### src/rtl/rtype_exec_wb_pkg.sv
// Shared constants, types and helper functions for the R-type execute /
// write-back stage and its iterative shifter.
package rtype_exec_wb_pkg;

  localparam int XLEN    = 32;
  localparam int SHAMT_W = 5;

  // Instruction field encodings
  localparam logic [6:0] OP_RTYPE   = 7'b0110011;

  localparam logic [2:0] F3_ADDSUB  = 3'b000;
  localparam logic [2:0] F3_SLL     = 3'b001;
  localparam logic [2:0] F3_SLT     = 3'b010;
  localparam logic [2:0] F3_SLTU    = 3'b011;
  localparam logic [2:0] F3_XOR     = 3'b100;
  localparam logic [2:0] F3_SRL_SRA = 3'b101;
  localparam logic [2:0] F3_OR      = 3'b110;
  localparam logic [2:0] F3_AND     = 3'b111;

  localparam logic [6:0] F7_BASE    = 7'b0000000;
  localparam logic [6:0] F7_ALT     = 7'b0100000;

  // FSM state encoding
  localparam logic [1:0] ST_IDLE    = 2'd0;
  localparam logic [1:0] ST_SHIFT   = 2'd1;
  localparam logic [1:0] ST_WB      = 2'd2;

  typedef enum logic [3:0] {
    ALU_ADD  = 4'd0,
    ALU_SUB  = 4'd1,
    ALU_SLL  = 4'd2,
    ALU_SLT  = 4'd3,
    ALU_SLTU = 4'd4,
    ALU_XOR  = 4'd5,
    ALU_SRL  = 4'd6,
    ALU_SRA  = 4'd7,
    ALU_OR   = 4'd8,
    ALU_AND  = 4'd9
  } alu_op_e;

  typedef struct packed {
    logic    legal;
    logic    is_shift;
    alu_op_e op;
  } decode_t;

  // Classify an instruction word: legality, shift/non-shift, ALU operation.
  function automatic decode_t decode_rtype(input logic [31:0] inst);
    decode_t    d;
    logic [6:0] f7;
    logic [2:0] f3;
    f7 = inst[31:25];
    f3 = inst[14:12];
    d.legal    = 1'b0;
    d.is_shift = 1'b0;
    d.op       = ALU_ADD;
    if (inst[6:0] == OP_RTYPE) begin
      case (f3)
        F3_ADDSUB: begin
          if (f7 == F7_BASE) begin
            d.legal = 1'b1;
            d.op    = ALU_ADD;
          end else if (f7 == F7_ALT) begin
            d.legal = 1'b1;
            d.op    = ALU_SUB;
          end else begin
            d.legal = 1'b0;
          end
        end
        F3_SRL_SRA: begin
          d.is_shift = 1'b1;
          if (f7 == F7_BASE) begin
            d.legal = 1'b1;
            d.op    = ALU_SRL;
          end else if (f7 == F7_ALT) begin
            d.legal = 1'b1;
            d.op    = ALU_SRA;
          end else begin
            d.legal = 1'b0;
          end
        end
        default: begin
          // Remaining funct3 codes only exist with the base funct7.
          d.legal = (f7 == F7_BASE);
          case (f3)
            F3_SLL: begin
              d.op       = ALU_SLL;
              d.is_shift = 1'b1;
            end
            F3_SLT:  d.op = ALU_SLT;
            F3_SLTU: d.op = ALU_SLTU;
            F3_XOR:  d.op = ALU_XOR;
            F3_OR:   d.op = ALU_OR;
            F3_AND:  d.op = ALU_AND;
            default: d.op = ALU_ADD;
          endcase
        end
      endcase
    end else begin
      d.legal = 1'b0;
    end
    return d;
  endfunction

  // Single-cycle result for every operation that does not use the shifter.
  function automatic logic [XLEN-1:0] alu_result(input alu_op_e op,
                                                 input logic [XLEN-1:0] a,
                                                 input logic [XLEN-1:0] b);
    logic [XLEN-1:0] r;
    case (op)
      ALU_ADD:  r = a + b;
      ALU_SUB:  r = a - b;
      ALU_SLT:  r = {{(XLEN-1){1'b0}}, ($signed(a) < $signed(b))};
      ALU_SLTU: r = {{(XLEN-1){1'b0}}, (a < b)};
      ALU_XOR:  r = a ^ b;
      ALU_OR:   r = a | b;
      ALU_AND:  r = a & b;
      default:  r = {XLEN{1'b0}};
    endcase
    return r;
  endfunction

endpackage

### src/rtl/rtype_exec_wb_iter_shifter.sv
// Iterative shifter: moves the operand by one bit per step and counts the
// remaining amount down. step_value is the operand after the next step, so
// the owner can capture the final result on the same edge as the last step.
module rtype_iter_shifter
  import rtype_exec_wb_pkg::*;
(
  input  logic               clk,
  input  logic               rst,
  input  logic               load,
  input  logic               step,
  input  logic [XLEN-1:0]    load_value,
  input  logic [SHAMT_W-1:0] load_amount,
  input  logic               load_right,
  input  logic               load_arith,
  output logic [XLEN-1:0]    step_value,
  output logic               last
);

  logic [XLEN-1:0]    value_r;
  logic [SHAMT_W-1:0] count_r;
  logic               right_r;
  logic               arith_r;
  logic               fill_s;

  // One-bit shift of the held operand in the latched direction.
  always_comb begin
    fill_s     = arith_r & value_r[XLEN-1];
    step_value = value_r;
    if (right_r) begin
      step_value = {fill_s, value_r[XLEN-1:1]};
    end else begin
      step_value = {value_r[XLEN-2:0], 1'b0};
    end
  end

  assign last = (count_r == SHAMT_W'(1));

  // Operand/counter register: load new work, or advance one step.
  always_ff @(posedge clk) begin
    if (rst) begin
      value_r <= {XLEN{1'b0}};
      count_r <= {SHAMT_W{1'b0}};
      right_r <= 1'b0;
      arith_r <= 1'b0;
    end else if (load) begin
      value_r <= load_value;
      count_r <= load_amount;
      right_r <= load_right;
      arith_r <= load_arith;
    end else if (step && (count_r != {SHAMT_W{1'b0}})) begin
      value_r <= step_value;
      count_r <= count_r - SHAMT_W'(1);
    end else begin
      value_r <= value_r;
      count_r <= count_r;
    end
  end

endmodule

### src/rtl/rtype_exec_wb.sv
// Execute and write-back stage for RV32I R-type instructions. Non-shift
// operations finish in one cycle; shifts run through the iterative shifter.
// The register-file write port (WR/WD/WE) and ILLEGAL are registered.
module rtype_exec_wb
  import rtype_exec_wb_pkg::*;
(
  input  logic            CLK,
  input  logic            RST,
  input  logic            IN_VALID,
  output logic            IN_READY,
  input  logic [31:0]     INST,
  input  logic [XLEN-1:0] RD1,
  input  logic [XLEN-1:0] RD2,
  output logic [4:0]      WR,
  output logic [XLEN-1:0] WD,
  output logic            WE,
  output logic            ILLEGAL
);

  logic [1:0]         state_r;
  logic [4:0]         rd_r;
  logic [4:0]         wr_r;
  logic [XLEN-1:0]    wd_r;
  logic               we_r;
  logic               illegal_r;

  decode_t            dec_s;
  logic [4:0]         inst_rd_s;
  logic [SHAMT_W-1:0] shamt_s;
  logic [1:0]         state_next_s;
  logic               enter_wb_s;
  logic [4:0]         wb_rd_s;
  logic [XLEN-1:0]    wb_data_s;
  logic               illegal_next_s;
  logic               sh_load_s;
  logic               sh_step_s;
  logic               sh_last_s;
  logic [XLEN-1:0]    sh_step_value_s;

  assign dec_s     = decode_rtype(INST);
  assign inst_rd_s = INST[11:7];
  assign shamt_s   = RD2[SHAMT_W-1:0];

  rtype_iter_shifter u_shifter (
    .clk         (CLK),
    .rst         (RST),
    .load        (sh_load_s),
    .step        (sh_step_s),
    .load_value  (RD1),
    .load_amount (shamt_s),
    .load_right  (dec_s.op != ALU_SLL),
    .load_arith  (dec_s.op == ALU_SRA),
    .step_value  (sh_step_value_s),
    .last        (sh_last_s)
  );

  // Next-state logic: acceptance/decode in IDLE, shift stepping, WB exit.
  always_comb begin
    state_next_s   = state_r;
    enter_wb_s     = 1'b0;
    wb_rd_s        = rd_r;
    wb_data_s      = {XLEN{1'b0}};
    illegal_next_s = 1'b0;
    sh_load_s      = 1'b0;
    sh_step_s      = 1'b0;
    case (state_r)
      ST_IDLE: begin
        if (IN_VALID) begin
          if (!dec_s.legal) begin
            illegal_next_s = 1'b1;
            state_next_s   = ST_IDLE;
          end else if (dec_s.is_shift) begin
            if (shamt_s == {SHAMT_W{1'b0}}) begin
              // Zero shift needs no iteration: result is the operand itself.
              enter_wb_s   = 1'b1;
              wb_rd_s      = inst_rd_s;
              wb_data_s    = RD1;
              state_next_s = ST_WB;
            end else begin
              sh_load_s    = 1'b1;
              state_next_s = ST_SHIFT;
            end
          end else begin
            enter_wb_s   = 1'b1;
            wb_rd_s      = inst_rd_s;
            wb_data_s    = alu_result(dec_s.op, RD1, RD2);
            state_next_s = ST_WB;
          end
        end else begin
          state_next_s = ST_IDLE;
        end
      end
      ST_SHIFT: begin
        sh_step_s = 1'b1;
        if (sh_last_s) begin
          // Capture the final step's value directly into the write port.
          enter_wb_s   = 1'b1;
          wb_rd_s      = rd_r;
          wb_data_s    = sh_step_value_s;
          state_next_s = ST_WB;
        end else begin
          state_next_s = ST_SHIFT;
        end
      end
      ST_WB: begin
        state_next_s = ST_IDLE;
      end
      default: begin
        state_next_s = ST_IDLE;
      end
    endcase
  end

  // State, destination latch and registered write-port / illegal outputs.
  always_ff @(posedge CLK) begin
    if (RST) begin
      state_r   <= ST_IDLE;
      rd_r      <= 5'd0;
      wr_r      <= 5'd0;
      wd_r      <= {XLEN{1'b0}};
      we_r      <= 1'b0;
      illegal_r <= 1'b0;
    end else begin
      state_r   <= state_next_s;
      illegal_r <= illegal_next_s;
      we_r      <= enter_wb_s && (wb_rd_s != 5'd0);
      if (sh_load_s) begin
        rd_r <= inst_rd_s;
      end else begin
        rd_r <= rd_r;
      end
      // x0 is never written, and WR/WD only move together with a write.
      if (enter_wb_s && (wb_rd_s != 5'd0)) begin
        wr_r <= wb_rd_s;
        wd_r <= wb_data_s;
      end else begin
        wr_r <= wr_r;
        wd_r <= wd_r;
      end
    end
  end

  assign IN_READY = (state_r == ST_IDLE);
  assign WR       = wr_r;
  assign WD       = wd_r;
  assign WE       = we_r;
  assign ILLEGAL  = illegal_r;

endmodule

### config.mk
export PLATFORM = sky130hd
export DESIGN_NAME = rtype_exec_wb
export DESIGN_NICKNAME = d
export VERILOG_FILES = /design/src/rtl/rtype_exec_wb_pkg.sv /design/src/rtl/rtype_exec_wb_iter_shifter.sv /design/src/rtl/rtype_exec_wb.sv
export SDC_FILE = /design/constraint.sdc
export NUM_CORES = 1
export LEC_CHECK = 0
export CAP_MARGIN = 10
export CELL_PAD_IN_SITES_DETAIL_PLACEMENT = 0
export CELL_PAD_IN_SITES_GLOBAL_PLACEMENT = 1
export CORE_MARGIN = 4
export CORE_UTILIZATION = 41
export DETAILED_ROUTE_END_ITERATION = 12
export GPL_TIMING_DRIVEN = 1
export PLACE_DENSITY = 0.93
export SLEW_MARGIN = 20
export SYNTH_ARGS = -nofsm -noshare
export SYNTH_HDL_FRONTEND = slang
export SYNTH_SLANG_ARGS = --single-unit
export TNS_END_PERCENT = 10
### constraint.sdc
create_clock -name CLK -period 4.2 [get_ports CLK]
set_input_delay 0.84 -clock CLK [delete_from_list [all_inputs] [get_ports CLK]]
set_output_delay 0.84 -clock CLK [all_outputs]
set_load 0.01 [all_outputs]
After elaboration in Yosys (flattened, before gate mapping)
Index checks and enable logic that the tools add are counted.
{"block": "classes", "eq_ne": 19, "reduce_logical": 12, "muxes": 49, "shift": 0, "multipliers": 0, "magnitude_cmp": 2, "add_sub_neg": 3, "bitwise": 6, "n_div": 0}
{"cell": "2-to-1 mux 32 bit", "count": 8}
{"cell": "one-hot mux 32 bit (7 select lines)", "count": 1}
{"cell": "< comparator 32 bit", "count": 2}
{"cell": "one-hot mux 32 bit (2 select lines)", "count": 1}
{"cell": "2-to-1 mux 5 bit", "count": 8}
{"cell": "adder 32 bit", "count": 1}
{"cell": "AND 32 bit", "count": 1}
{"cell": "OR 32 bit", "count": 1}
{"cell": "subtractor 32 bit", "count": 1}
{"cell": "XOR 32 bit", "count": 1}
{"cell": "one-hot mux 4 bit (6 select lines)", "count": 1}
{"cell": "2-to-1 mux 1 bit", "count": 19}
{"cell": "equality test 7 x 6 -> 1 bit (second input constant)", "count": 2}
{"cell": "equality test 3 bit (second input constant)", "count": 4}
{"cell": "equality test 4 x 3 -> 1 bit (second input constant)", "count": 3}
{"cell": "2-to-1 mux 2 bit", "count": 5}
{"cell": "nonzero test 5 bit", "count": 2}
{"cell": "equality test 4 bit (second input constant)", "count": 2}
{"cell": "one-hot mux 4 bit (2 select lines)", "count": 1}
{"cell": "logical NOT 7 bit", "count": 1}
{"cell": "equality test 3 x 2 -> 1 bit (second input constant)", "count": 2}
{"cell": "2-to-1 mux 3 bit", "count": 2}
{"cell": "equality test 5 x 1 -> 1 bit (second input constant)", "count": 1}
{"cell": "logical NOT 5 bit", "count": 1}
{"cell": "other kinds (17)", "count": 20}
{"block": "word_totals", "memories": 0, "latch_bits": 0, "input_bits": 99, "wordCells": 101, "mem_bits_ro": 0, "ram_bits": 0, "out_inout_bits": 40, "reg_bits": 85}

Depth between registers and ports, before layout
{"block": "logic_depth", "ltp_word": 11, "mapped_depth": 12, "mapped_depth_nobuf": 12}

Modules after synthesis
Synthesis repeated with hierarchy kept, for this count alone.
{"block": "hier_totals", "hier_cells": 1371, "area_unflattened_um2": 9884.5}
{"mod": "rtype_exec_wb", "area_per_inst_um2": 7582.3, "cells_per_inst": 1097, "instances": 1}
{"mod": "rtype_iter_shifter", "area_per_inst_um2": 2302.2, "cells_per_inst": 274, "instances": 1}

Worst setup path after synthesis
Ideal clock, no wire load.
{"block": "synth_path", "kind": "input to register", "from": "input port RD2[11]", "to": "register wd_r[21] (netlist: WD[21])", "n_path_buf": 0, "setup_time_ns": 0.115, "t_required_ns": 4.085, "setup_slack_ns": 0.725, "path_stages": 10, "arrival_time_ns": 3.361, "cell_sequence": "inv_1 > ha_1 > or3b_1 > a311oi_2 > a211oi_1 > or4_4 > a211o_1 > a2111oi_4 > a21oi_1 > o21a_1"}
{"block": "synth_via", "elab_chain_len": 6, "word_cells_on_any_way": 7}
{"element": "from (decl)", "line_no": "rtype_exec_wb.sv:13", "rtl": "input logic [XLEN-1:0] RD2,"}
{"element": "subtractor 32 bit / adder 32 bit (equally long branches)", "line_no": "rtype_exec_wb_pkg.sv:112, rtype_exec_wb_pkg.sv:111"}
{"element": "one-hot mux 32 bit (7 select lines) *", "line_no": "rtype_exec_wb_pkg.sv:110", "rtl": "case (op)"}
{"element": "2-to-1 mux 32 bit *", "line_no": "rtype_exec_wb.sv:72", "rtl": "end else if (dec_s.is_shift) begin"}
{"element": "2-to-1 mux 32 bit *", "line_no": "rtype_exec_wb.sv:69", "rtl": "if (!dec_s.legal) begin"}
{"element": "2-to-1 mux 32 bit *", "line_no": "rtype_exec_wb.sv:68", "rtl": "if (IN_VALID) begin"}
{"element": "one-hot mux 32 bit (2 select lines) *", "line_no": "rtype_exec_wb.sv:66", "rtl": "case (state_r)"}
{"element": "to (signal assigned)", "line_no": "rtype_exec_wb.sv:120", "rtl": "wd_r <= {XLEN{1'b0}};"}
{"element": "to (signal assigned)", "line_no": "rtype_exec_wb.sv:135", "rtl": "wd_r <= wb_data_s;"}
{"element": "to (signal assigned)", "line_no": "rtype_exec_wb.sv:138", "rtl": "wd_r <= wd_r;"}
{"element": "to (decl)", "line_no": "rtype_exec_wb.sv:23", "rtl": "logic [XLEN-1:0] wd_r;"}
Every way passes the cells marked *; elsewhere a longest branch is shown, timed or not.
A chain may end at the register's enable or synchronous reset.

Worst setup path in the final report
{"block": "layout_path", "from": "input port RD1[0]", "to": "register wd_r[28] (netlist: WD[28])"}
{"block": "layout_via", "elab_chain_len": 6, "word_cells_on_any_way": 7}
{"element": "from (decl)", "line_no": "rtype_exec_wb.sv:12", "rtl": "input logic [XLEN-1:0] RD1,"}
{"element": "subtractor 32 bit / adder 32 bit (equally long branches)", "line_no": "rtype_exec_wb_pkg.sv:112, rtype_exec_wb_pkg.sv:111"}
{"element": "one-hot mux 32 bit (7 select lines) *", "line_no": "rtype_exec_wb_pkg.sv:110"}
{"element": "2-to-1 mux 32 bit *", "line_no": "rtype_exec_wb.sv:72"}
{"element": "2-to-1 mux 32 bit *", "line_no": "rtype_exec_wb.sv:69"}
{"element": "2-to-1 mux 32 bit *", "line_no": "rtype_exec_wb.sv:68"}
{"element": "one-hot mux 32 bit (2 select lines) *", "line_no": "rtype_exec_wb.sv:66"}
Marked as above.

==> summary.md <==
| Metric | Value |
|---|---|
| Status | completed |
| Wire per inst | 21.0 um |
| Setup-failing EPs final | 0 |
| Syn_nets | 1598 |
| Port bufs | 128 |
| Cell variety after synth | 79 |
| Max Cap Viol | 0 |
| H-tree depth | 3 |
| Peak VDD IR | 0.150 mV |
| CTS buffer count | 9 |
| DP HPWL | around 30000 um |
| Worst Path Required | 4.44 ns |
| Top layer in use | met4 |
| Final Hold Viols | 0 |
| Setup bufs post-CTS | 0 |
| M1 WL | about 18000 um |
| Wire length on met3 | 3200 um |
| Core area | between 20000 and 25000 um^2 |
| Total power | 2.60 mW |
| P per Cell Area | 206 nW/um^2 |
| Setup slack at placement | -0.0979 ns |
| First-pass GRT wire length | 62700 um |
| Initial DRT Pass Iterations | 6 |
| Largest family of logic cells by synthesized area | compound AO/OA/AOI/OAI gates |
| Synth top area cells | dfxtp_1 (17%), ha_1 (13%), a21oi_1 (7.6%) |
| Ys Warns | 0 |
| Vias in the first global route | around 11000 |
| Routed wire length | 40200 um |
| Drt drc | 0 |
| Final Skew | 0.0105 ns |
| Worst path arrival time | 4.27 ns |
| Met2 Wirelength | 18300 um |
| Detailed-route via count | approximately 12000 |
| Layout cells sized above 1 | 13.3% |
| Syn_area_per_cell | 7.03 um^2 |
| CP Class | in -> reg |
| Rel. slew slack | a little over a third |
| Largest net degree at the start of global routing | 42 |
| Clk root buf | clkbuf_16 |
| Routability congestion estimate | 0.987 |
| Unrepaired setup endpoints after global routing | no |
| Worst-Skew Late Latency | 0.37 ns |
| Min Tclk post-route | 4.03 ns |
| Slowest stage delay, CP | around 0.57 ns |
| DR iter-0 viols | 1403 |
| Clk sinks | 85 |
| Vias per cell | around 6.2 |
| Total global routing overflow | 0 |
| Yosys top cell area share | 17.3% |
| CTS Hold Bufs | 0 |
| Leak | 5.04 nW |
| Final cell count without fillers | 1920 |
| Critical path, cell by cell | clkdlybuf4s50_1, ha_1, inv_1, fa_1, inv_1, a21oi_1, o221ai_1, buf_4, a211oi_1, nor4_1, nor2_1, nor2_1, nor4_1, o22ai_1 |
| Slowest CP cell | a211oi_1 |
| PnR worst setup slack | 0.169 ns |
| Die area | 26500 um^2 |
| Antenna cells | 0 |
| Post-route ant nets | 0 |
| Flops & latches, synth | 85 |
| Final Slew Violations | 0 |
| Placed Area | 12400 um^2 |
| I/O pins | 139 |
| CTS max path bufs | 2 |
| Crit path launch type | input port |
| Synth Area in XOR/XNOR | roughly 1.2% |
| Placed instance count | 1904 |
| GRT Util Overall | 29.7% |
| Initial cell density of the core | 41.8% |
| Crit path max fanout | 4 |
| Multiplexer share of the synthesized area | 3.92% |
| Async S/R FF share, synth | 0% |
| CTS tree | yes |
| Period utilization | 96.0% |
| Compound-Gate Fraction of Synth Area | between 30 and 40% |
| Row count | 56 |
| Post-synth EDFFs | 0 |
| Synth Area in Simple Gates | around a fifth |
| Synth-to-Final Area Change | 29.1% |
| Total Nets Final | roughly 1800 |
| Synth Cell Area | 9810 um^2 |
| Clock-pin slew on the worst setup and hold paths | 0.08 ns |
| Initial antenna violation count | 0 |
| Utilization after layout | 53.9% |
| Prevailing post-synth register cell | dfxtp_1 |
| Max Freq | approximately 250 MHz |
| Adder-cell share of the synthesized area | 13.4% |
| Synth area leader | dfxtp_1 |
| Hold WC Path Type | reg -> reg |
| Sequential area share after synthesis | 17.3% |
| Post-Syn Instances | 1395 |
| Worst slew pin tran | 0.966 ns |
| Final Cell Area | 12700 um^2 |
| Die Width | between 150 and 200 um |
| Die H | 163 um |
| CP Capture Type | register |
==> critical path: cells and delay by family <==
| family | cells | cell delay, ns |
|---|---|---|
| simple gates | 4 | 1.04 |
| fa+ha+maj | 2 | 0.45 |
| buf+inv | 4 | 0.81 |
| compound gates | 4 | 1.11 |
==> logic make-up (layout without fill, tap and decap cells) <==
group / after synthesis / after routing
DFF: 85 / 85
AOI/OAI and AO/OA: 523 / 523
muxes: 38 / 38
buffers and inverters: 200 / 406
xor gates and xnor gates: 13 / 13
and+or+nand+nor: 432 / 432
adders and majority gates: 104 / 104
==> area by class of cell <==
type | count | area, um^2
clock buffer | 9 | 225
clock inverter | 7 | 76.3
fill | 2330 | 10800
inverter | 101 | 379
multi-input combinational | 1110 | 7370
sequential | 85 | 1700
tap | 319 | 399
timing repair buffer | 289 | 2510
==> layout by cell type, fill, tap and decap left out, types with 6 or more instances in the layout <==
cell type / netlist / final
dfxtp_1: 85 / 84
inv_1: 101 / 101
nand2_1: 150 / 150
nor2b_1: 22 / 22
mux2i_1: 35 / 35
or3_1: 11 / 11
nor4_1: 15 / 15
nand3_1: 32 / 31
a221o_1: 6 / 6
o22ai_1: 19 / 19
nand4_1: 8 / 8
o21bai_1: 10 / 10
clkdlybuf4s50_1: 0 / 127
and2_1: 9 / 8
a221oi_1: 13 / 12
ha_1: 102 / 102
o221ai_1: 13 / 13
o21ai_0: 82 / 82
o211ai_1: 64 / 64
nand2b_1: 13 / 13
clkbuf_16: 0 / 9
nor2_1: 109 / 109
o31ai_1: 6 / 6
nor3_1: 31 / 30
a21o_1: 19 / 19
o221a_2: 7 / 7
a31oi_1: 25 / 25
a211oi_1: 31 / 31
a311oi_1: 10 / 10
buf_4: 1 / 159
xnor2_1: 12 / 12
o21a_1: 11 / 11
or4_1: 6 / 6
and3_1: 6 / 6
a21oi_1: 148 / 148
==> routing by layer <==
layer  vias to the layer above  track usage, %
met2                       560            47.9
met3                        89            4.76
met4                         0            9.42
met1                      5635            40.7
met5                         -               0
li1                       5537               -
==> metrics by stage <==
| step | setup TNS [ns] | hold slack, ns |
|---|---|---|
| floorplan | 0 | 0.425 |
| global placement | -0.411 | 0.441 |
| detailed placement | -0.487 | 0.457 |
| CTS | 0 | 0.470 |
| global route | 0 | 0.503 |
| finish | 0 | 0.470 |
==> worst paths after layout <==
check,startpoint,to,slack (ns),cells past startpoint
setup / recovery,RD1[0],WD[28],0.17,14
hold / removal,state_r[1],state_r[0],0.47,1
setup reg to reg,u_shifter.count_r[2],WD[21],1.34,10
hold reg to reg,state_r[1],state_r[0],0.47,1
==> state kept, by name (all words and copies together), names as in the netlist, 2 cells and up <==
| signal | count |
|---|---|
| WD | 32 |
| WR | 5 |
| rd_r | 5 |
| state_r | 2 |
| u_shifter.count_r | 5 |
| u_shifter.value_r | 32 |
==> power by group <==
group / total [mW] / switching (mW) / leakage, nW / internal, mW
Clock: 0.866 / 0.441 / 0.149 / 0.425
Combinational: 0.930 / 0.515 / 4.21 / 0.415
Sequential: 0.806 / 0.000221 / 0.685 / 0.805
==> synthesized netlist by cell type, types with 10 or more instances <==
cell type and number:
xnor2_1 12, or3_1 11, o22ai_1 19, dfxtp_1 85
ha_1 102, nor4_1 15, o21bai_1 10, a221oi_1 13
mux2i_1 35, nor2b_1 22, a21o_1 19, inv_1 101
o21a_1 11, nand2_1 150, a31oi_1 25, o221ai_1 13
nor3_1 31, o21ai_0 82, nand2b_1 13, a21oi_1 148
a311oi_1 10, o211ai_1 64, clkbuf_1 81, a211oi_1 31
nor2_1 109, nand3_1 32
==> what timing repair did <==
item,in CTS,in global routing
hold endpoints to repair,0,0
gates resized for setup,0,1
endpoints found under the setup margin,0,1
Note: power is estimated with default switching activity, not from simulation.
